$ cat src/rtl/flappy_game_engine.sv
// Game-state core: scrolls N_PIPES obstacles, respawns them with LFSR gaps,
// scores passed pipes, detects bird/pipe/floor hits and runs IDLE/PLAYING/OVER.
// Latency: one cycle from tick/start/bird_y to registered outputs. There is no backpressure.
// Ports: clk, reset (sync, active-high), tick (game-step enable), start (level button),
//   bird_y (bird top edge) -> pipe_x / pipe_gap_top (packed per pipe), state, score, collided.
module flappy_game_engine #(
  parameter int          N_PIPES      = 3,
  parameter int          SCREEN_W     = 640,
  parameter int          SCREEN_H     = 480,
  parameter int          PIPE_W       = 50,
  parameter int          PIPE_SPACING = 220,
  parameter int          GAP_H        = 120,
  parameter int          GAP_MARGIN   = 40,
  parameter int          BIRD_X       = 100,
  parameter int          BIRD_SIZE    = 20,
  parameter int          SPEED        = 4,
  parameter logic [15:0] LFSR_SEED    = 16'hACE1,
  parameter int          SCORE_W      = 8
) (
  input  logic                  clk,
  input  logic                  reset,
  input  logic                  tick,
  input  logic                  start,
  input  logic [9:0]            bird_y,
  output logic [11*N_PIPES-1:0] pipe_x,
  output logic [10*N_PIPES-1:0] pipe_gap_top,
  output logic [1:0]            state,
  output logic [SCORE_W-1:0]    score,
  output logic                  collided
);

  typedef enum logic [1:0] {
    ST_IDLE    = 2'd0,
    ST_PLAYING = 2'd1,
    ST_OVER    = 2'd2
  } state_t;

  // Pass-count width, and a sum width that cannot overflow before saturation.
  localparam int CW    = $clog2(N_PIPES + 1);
  localparam int SUM_W = SCORE_W + CW + 1;

  localparam logic [11:0]      C_BIRD_L    = 12'(BIRD_X);
  localparam logic [11:0]      C_BIRD_R    = 12'(BIRD_X + BIRD_SIZE - 1);
  localparam logic [11:0]      C_BIRD_SZ   = 12'(BIRD_SIZE);
  localparam logic [11:0]      C_FLOOR     = 12'(SCREEN_H);
  localparam logic [11:0]      C_PIPE_W    = 12'(PIPE_W);
  localparam logic [11:0]      C_PIPE_W1   = 12'(PIPE_W - 1);
  localparam logic [11:0]      C_GAP_H     = 12'(GAP_H);
  localparam logic [11:0]      C_SPEED     = 12'(SPEED);
  // A respawned pipe lands one full spacing behind the current last pipe.
  localparam logic [11:0]      C_WRAP_ADJ  = 12'(N_PIPES * PIPE_SPACING - SPEED);
  localparam logic [9:0]       C_GAP_RST   = 10'(SCREEN_H / 2 - GAP_H / 2);
  localparam logic [9:0]       C_GAP_MIN   = 10'(GAP_MARGIN);
  localparam logic [SUM_W-1:0] C_SCORE_MAX = SUM_W'((1 << SCORE_W) - 1);

  // Registered state
  state_t                     r_state;
  logic                       r_start_q;
  logic [15:0]                r_lfsr;
  logic [N_PIPES-1:0][10:0]   r_pipe_x;
  logic [N_PIPES-1:0][9:0]    r_pipe_gap;
  logic [SCORE_W-1:0]         r_score;
  logic                       r_collided;

  // Combinational signals
  state_t                     w_state_nxt;
  logic                       w_start_edge;
  logic [11:0]                w_bird_top;
  logic [11:0]                w_bird_bot;
  logic                       w_floor;
  logic [N_PIPES-1:0]         w_pipe_hit;
  logic                       w_hit;
  logic [N_PIPES-1:0][11:0]   w_px;
  logic [N_PIPES-1:0][11:0]   w_gt;
  logic [N_PIPES-1:0][10:0]   w_rst_x;
  logic [N_PIPES-1:0][10:0]   w_pipe_x_nxt;
  logic [N_PIPES-1:0][9:0]    w_pipe_gap_nxt;
  logic [N_PIPES-1:0]         w_pass;
  logic [CW-1:0]              w_pass_cnt;
  logic [SUM_W-1:0]           w_score_sum;
  logic [SCORE_W-1:0]         w_score_nxt;
  logic [15:0]                w_lfsr_nxt;

  assign w_start_edge = start & ~r_start_q;
  assign w_bird_top   = {2'b00, bird_y};
  assign w_bird_bot   = w_bird_top + C_BIRD_SZ;
  assign w_floor      = w_bird_bot > C_FLOOR;

  for (genvar g = 0; g < N_PIPES; g++) begin : g_pipe
    assign w_px[g]    = {1'b0, r_pipe_x[g]};
    assign w_gt[g]    = {2'b00, r_pipe_gap[g]};
    assign w_rst_x[g] = 11'(SCREEN_W + g * PIPE_SPACING);
  end

  // Collision: horizontal overlap with a pipe while any part of the bird is
  // outside that pipe's gap.
  always_comb begin
    w_pipe_hit = '0;
    for (int i = 0; i < N_PIPES; i++) begin
      w_pipe_hit[i] = (w_px[i] <= C_BIRD_R) &&
                      (w_px[i] + C_PIPE_W1 >= C_BIRD_L) &&
                      ((w_bird_top < w_gt[i]) || (w_bird_bot > w_gt[i] + C_GAP_H));
    end
  end

  assign w_hit = w_floor | (|w_pipe_hit);

  // Fibonacci LFSR, taps 16,14,13,11 (bit indices 15,13,12,10).
  assign w_lfsr_nxt = {r_lfsr[14:0], r_lfsr[15] ^ r_lfsr[13] ^ r_lfsr[12] ^ r_lfsr[10]};

  // Per-pipe scroll/respawn. All respawns in one step share the pre-step LFSR value.
  always_comb begin
    w_pipe_x_nxt   = r_pipe_x;
    w_pipe_gap_nxt = r_pipe_gap;
    w_pass         = '0;
    for (int i = 0; i < N_PIPES; i++) begin
      if (w_px[i] < C_SPEED) begin
        w_pipe_x_nxt[i]   = 11'(w_px[i] + C_WRAP_ADJ);
        w_pipe_gap_nxt[i] = C_GAP_MIN + {2'b00, r_lfsr[7:0]};
      end else begin
        w_pipe_x_nxt[i]   = 11'(w_px[i] - C_SPEED);
      end
      // A pipe is passed when its right edge crosses the bird's left edge.
      w_pass[i] = (w_px[i] + C_PIPE_W >= C_BIRD_L) &&
                  ({1'b0, w_pipe_x_nxt[i]} + C_PIPE_W < C_BIRD_L);
    end
  end

  // Saturating score update
  always_comb begin
    w_pass_cnt = '0;
    for (int i = 0; i < N_PIPES; i++) begin
      w_pass_cnt = w_pass_cnt + CW'(w_pass[i]);
    end
    w_score_sum = SUM_W'(r_score) + SUM_W'(w_pass_cnt);
    w_score_nxt = (w_score_sum > C_SCORE_MAX) ? SCORE_W'(C_SCORE_MAX) : SCORE_W'(w_score_sum);
  end

  // FSM state register
  always_ff @(posedge clk) begin
    if (reset) begin
      r_state <= ST_IDLE;
    end else begin
      r_state <= w_state_nxt;
    end
  end

  // FSM next-state
  always_comb begin
    w_state_nxt = r_state;
    case (r_state)
      ST_IDLE:    if (w_start_edge) w_state_nxt = ST_PLAYING;
      ST_PLAYING: if (w_hit)        w_state_nxt = ST_OVER;
      ST_OVER:    if (w_start_edge) w_state_nxt = ST_IDLE;
      default:                      w_state_nxt = ST_IDLE;
    endcase
  end

  // Game datapath
  always_ff @(posedge clk) begin
    if (reset) begin
      r_start_q  <= 1'b0;
      r_lfsr     <= LFSR_SEED;
      r_pipe_x   <= w_rst_x;
      r_pipe_gap <= {N_PIPES{C_GAP_RST}};
      r_score    <= '0;
      r_collided <= 1'b0;
    end else begin
      r_start_q <= start;
      case (r_state)
        ST_IDLE: begin
          // New game: pipes and score restart; the LFSR keeps running.
          if (w_start_edge) begin
            r_pipe_x   <= w_rst_x;
            r_pipe_gap <= {N_PIPES{C_GAP_RST}};
            r_score    <= '0;
            r_collided <= 1'b0;
          end
        end
        ST_PLAYING: begin
          // Collision has priority over a coincident tick: the pipes freeze.
          if (w_hit) begin
            r_collided <= 1'b1;
          end else if (tick) begin
            r_lfsr     <= w_lfsr_nxt;
            r_pipe_x   <= w_pipe_x_nxt;
            r_pipe_gap <= w_pipe_gap_nxt;
            r_score    <= w_score_nxt;
          end
        end
        default: ;
      endcase
    end
  end

  assign pipe_x       = r_pipe_x;
  assign pipe_gap_top = r_pipe_gap;
  assign state        = r_state;
  assign score        = r_score;
  assign collided     = r_collided;

endmodule
$ cat config.mk
export PLATFORM = sky130hd
export DESIGN_NAME = flappy_game_engine
export DESIGN_NICKNAME = d
export VERILOG_FILES = /design/src/rtl/flappy_game_engine.sv
export SDC_FILE = /design/constraint.sdc
export NUM_CORES = 1
export LEC_CHECK = 0
export ABC_AREA = 1
export CAP_MARGIN = 20
export CORE_AREA = 5 5 115 117
export DETAILED_ROUTE_END_ITERATION = 12
export DIE_AREA = 0 0 120 122
export GPL_TIMING_DRIVEN = 0
export PLACE_DENSITY = 0.82
export SYNTH_ARGS = -nofsm -noshare
export SYNTH_HDL_FRONTEND = slang
export SYNTH_SLANG_ARGS = --single-unit
$ cat constraint.sdc
create_clock -name clk -period 4.7 [get_ports clk]
set_input_delay 0.47 -clock clk [delete_from_list [all_inputs] [get_ports clk]]
set_output_delay 0.47 -clock clk [all_outputs]
set_load 0.005 [all_outputs]
==> impl_metrics.tcl <==
set metrics [dict create \
    syn_avg_cell_area_um2 6.59 \
    nFillCells 1120 \
    synth_most_common_cell "nand2_1" \
    crit_family "simple AND/OR/NAND/NOR gates" \
    ff_latch_area_um2 1640 \
    finalWirelength_um 17900 \
    cts_buffer_depth 2 \
    period_share_pct 90.4 \
    synth_top_area_cell "dfxtp_1" \
    yosysWarnings 0 \
    cp.arrival_ns 4.53 \
    port_buffers 77 \
    hp-class "register to register" \
    core_area_um2 12300 \
    rsz0062_at_grt "false" \
    layout_min_cycle_time_ns 4.25 \
    die_area_um2 14600 \
    clk_latency_ns 0.34 \
    async_flop_share_pct 0 \
    cts_buffers 9 \
    maxSlewHeadroom_pct 55.7 \
    slowest_delay_ns 0.49 \
    antenna_found_initial 0 \
    vias 6677 \
    ys_seq_area_share_pct 25.4 \
    hold_buffers 0 \
    cts_resized 0 \
    setup_viol 0 \
    fin_area_um2 7800 \
    hold_ws_ns 0.464 \
    critPathBufInv 6 \
    yosysUniqueCellTypes 42 \
    postSynthCellCount 981 \
    syn_area_um2 6460 \
    viasPerCell 5.42 \
    cts_setup_buffers 0 \
    crit_start "pipe_x[26]" \
    remaining_drc_errors 0 \
    drtIter0Drc 493 \
    detail-route-antenna-nets 0 \
    synth_top_area_share_pct 25.4 \
    layout.nets 1161 \
    fin_skew_ns 0.00767 \
    r2r_start "pipe_x[26]" \
    n_antenna_cell 0 \
    crit_slowest_cell "fa_1" \
    drt_first_pass_iters 6 \
    cts.htree.levels 3 \
    status "completed" \
    grt_overflow_total 0 \
    drive_gt1_share_pct 6.47 \
    fmaxAchievable_ghz 0.235 \
    synth-edff-count 0 \
    ys_seq_elements 82 \
    tns_ns 0 \
    grt_pass1_wl_um 29200 \
    ioPinCount 88 \
    worstPathMaxFanout 8 \
    grt_max_degree 15 \
    synth_common_cells "nand2_1 (219), nand3_1 (127), inv_1 (111)" \
    path_class "register to register" \
    wl_per_cell_um 14.5 \
    power_density_nw_per_um2 342 \
    die-width_um 120 \
    postPlaceCellArea_um2 7450 \
    r2r_setup_slack_ns 0.45 \
    syn_to_final_growth_pct 20.6 \
    vdd_drop_max_v 0.000217 \
    endpoint_kind "register" \
    crit_required_ns 4.98 \
    power.leakage_nw 3.75 \
    track_usage_pct 24.5 \
    cts-root-buf "clkbuf_16" \
    synth_area_leaders "dfxtp_1 (25%), ha_1 (13%), nand2_1 (13%)" \
    hold_path_startpoint "r_lfsr[14]" \
    place_congestion 0.936 \
    startpoint_type "register" \
    cts_tree "done" \
    multi_input_area_um2 4150 \
    synth_ff_type "dfxtp_1" \
    grt_pass1_vias 6196 \
    hold_viol 0 \
    clk_pin_slew_ns 0.06 \
    die_y_um 122 \
    dpl.hpwl_um 13900 \
    worstMarginPinSlew_ns 0.660 \
    num_rows 41 \
    clock-sinks 82 \
    slew_violations 0 \
    drv_cap 0 \
    start_util_pct 52.7 \
]
[metal layers]
metal	share of wire, %	track usage [%]	vias up
li1	-	-	3383
met1	43	29.6	2990
met2	48	42.9	248
met3	5.7	2.88	56
met4	4.0	12.3	0
met5	0	0	-
[where the power goes]
part,total (W),internal (W),switching [W]
sequential,0.000869,0.000769,0.0000993
clock,0.000810,0.000518,0.000292
combinational,0.000990,0.000429,0.000562
[worst paths after layout]
path	cells after the start	to
min reg2reg	2	r_lfsr[14]
max	28	score[5]
min	2	r_lfsr[14]
max reg2reg	28	score[5]
[state kept, by name, summed over array words and instances, names as in the netlist]
name and flops:
pipe_x 27, state 2, collided 1, r_lfsr 16, score 8, r_start_q 1
pipe_gap_top 27
[metrics by stage]
stage / power (W) / utilization, % / instances / setup WS, ns
floorplan: 0.00152 / - / 989 / 1.05
global placement: 0.00184 / 60.8 / 1216 / 0.547
detailed placement: 0.00186 / 60.8 / 1216 / 0.469
CTS: 0.00267 / 63.6 / 1232 / 0.456
global route: 0.00285 / 63.6 / 1232 / 0.0346
finish: 0.00267 / 63.6 / 1232 / 0.452
[cells by family after synthesis]
family	count (synthesis)	synth area share [%]
AO/OA/AOI/OAI	130	11.0
other	1	0.0580
XOR/XNOR	39	5.28
flip-flops	82	25.4
adder cells (fa/ha/maj)	70	13.8
AND/OR/NAND/NOR	495	33.6
buffers and inverters	164	10.9
[worst min-delay path: stages, from the launching register on]
cell     delay, ns
dfxtp_1       0.29
inv_1         0.06
a21oi_1       0.06
[cells in the final DEF (no fill, tap or decap), types with 4 or more instances in the layout]
cell,count
nand2_1,219
nand3_1,127
inv_1,111
nor2_1,97
dfxtp_1,82
a21oi_1,81
clkdlybuf4s50_1,77
ha_1,68
xor2_1,27
o21ai_0,23
clkbuf_1,17
nor3_1,14
buf_4,14
xnor2_1,12
nand4_1,11
or2_2,10
conb_1,9
clkbuf_16,9
inv_2,8
buf_2,7
o211ai_1,7
o21ai_1,6
nor2_2,4
buf_6,4
[cell type report]
cell class,instances,area share [%]
multi-input combinational,743,53.2
sequential,82,21.1
timing repair buffer,77,9.89
inverter,119,5.73
buffer,45,3.34
clock buffer,9,2.89
tap,150,2.41
clock inverter,7,1.51
(Power assumes the default switching activity.)
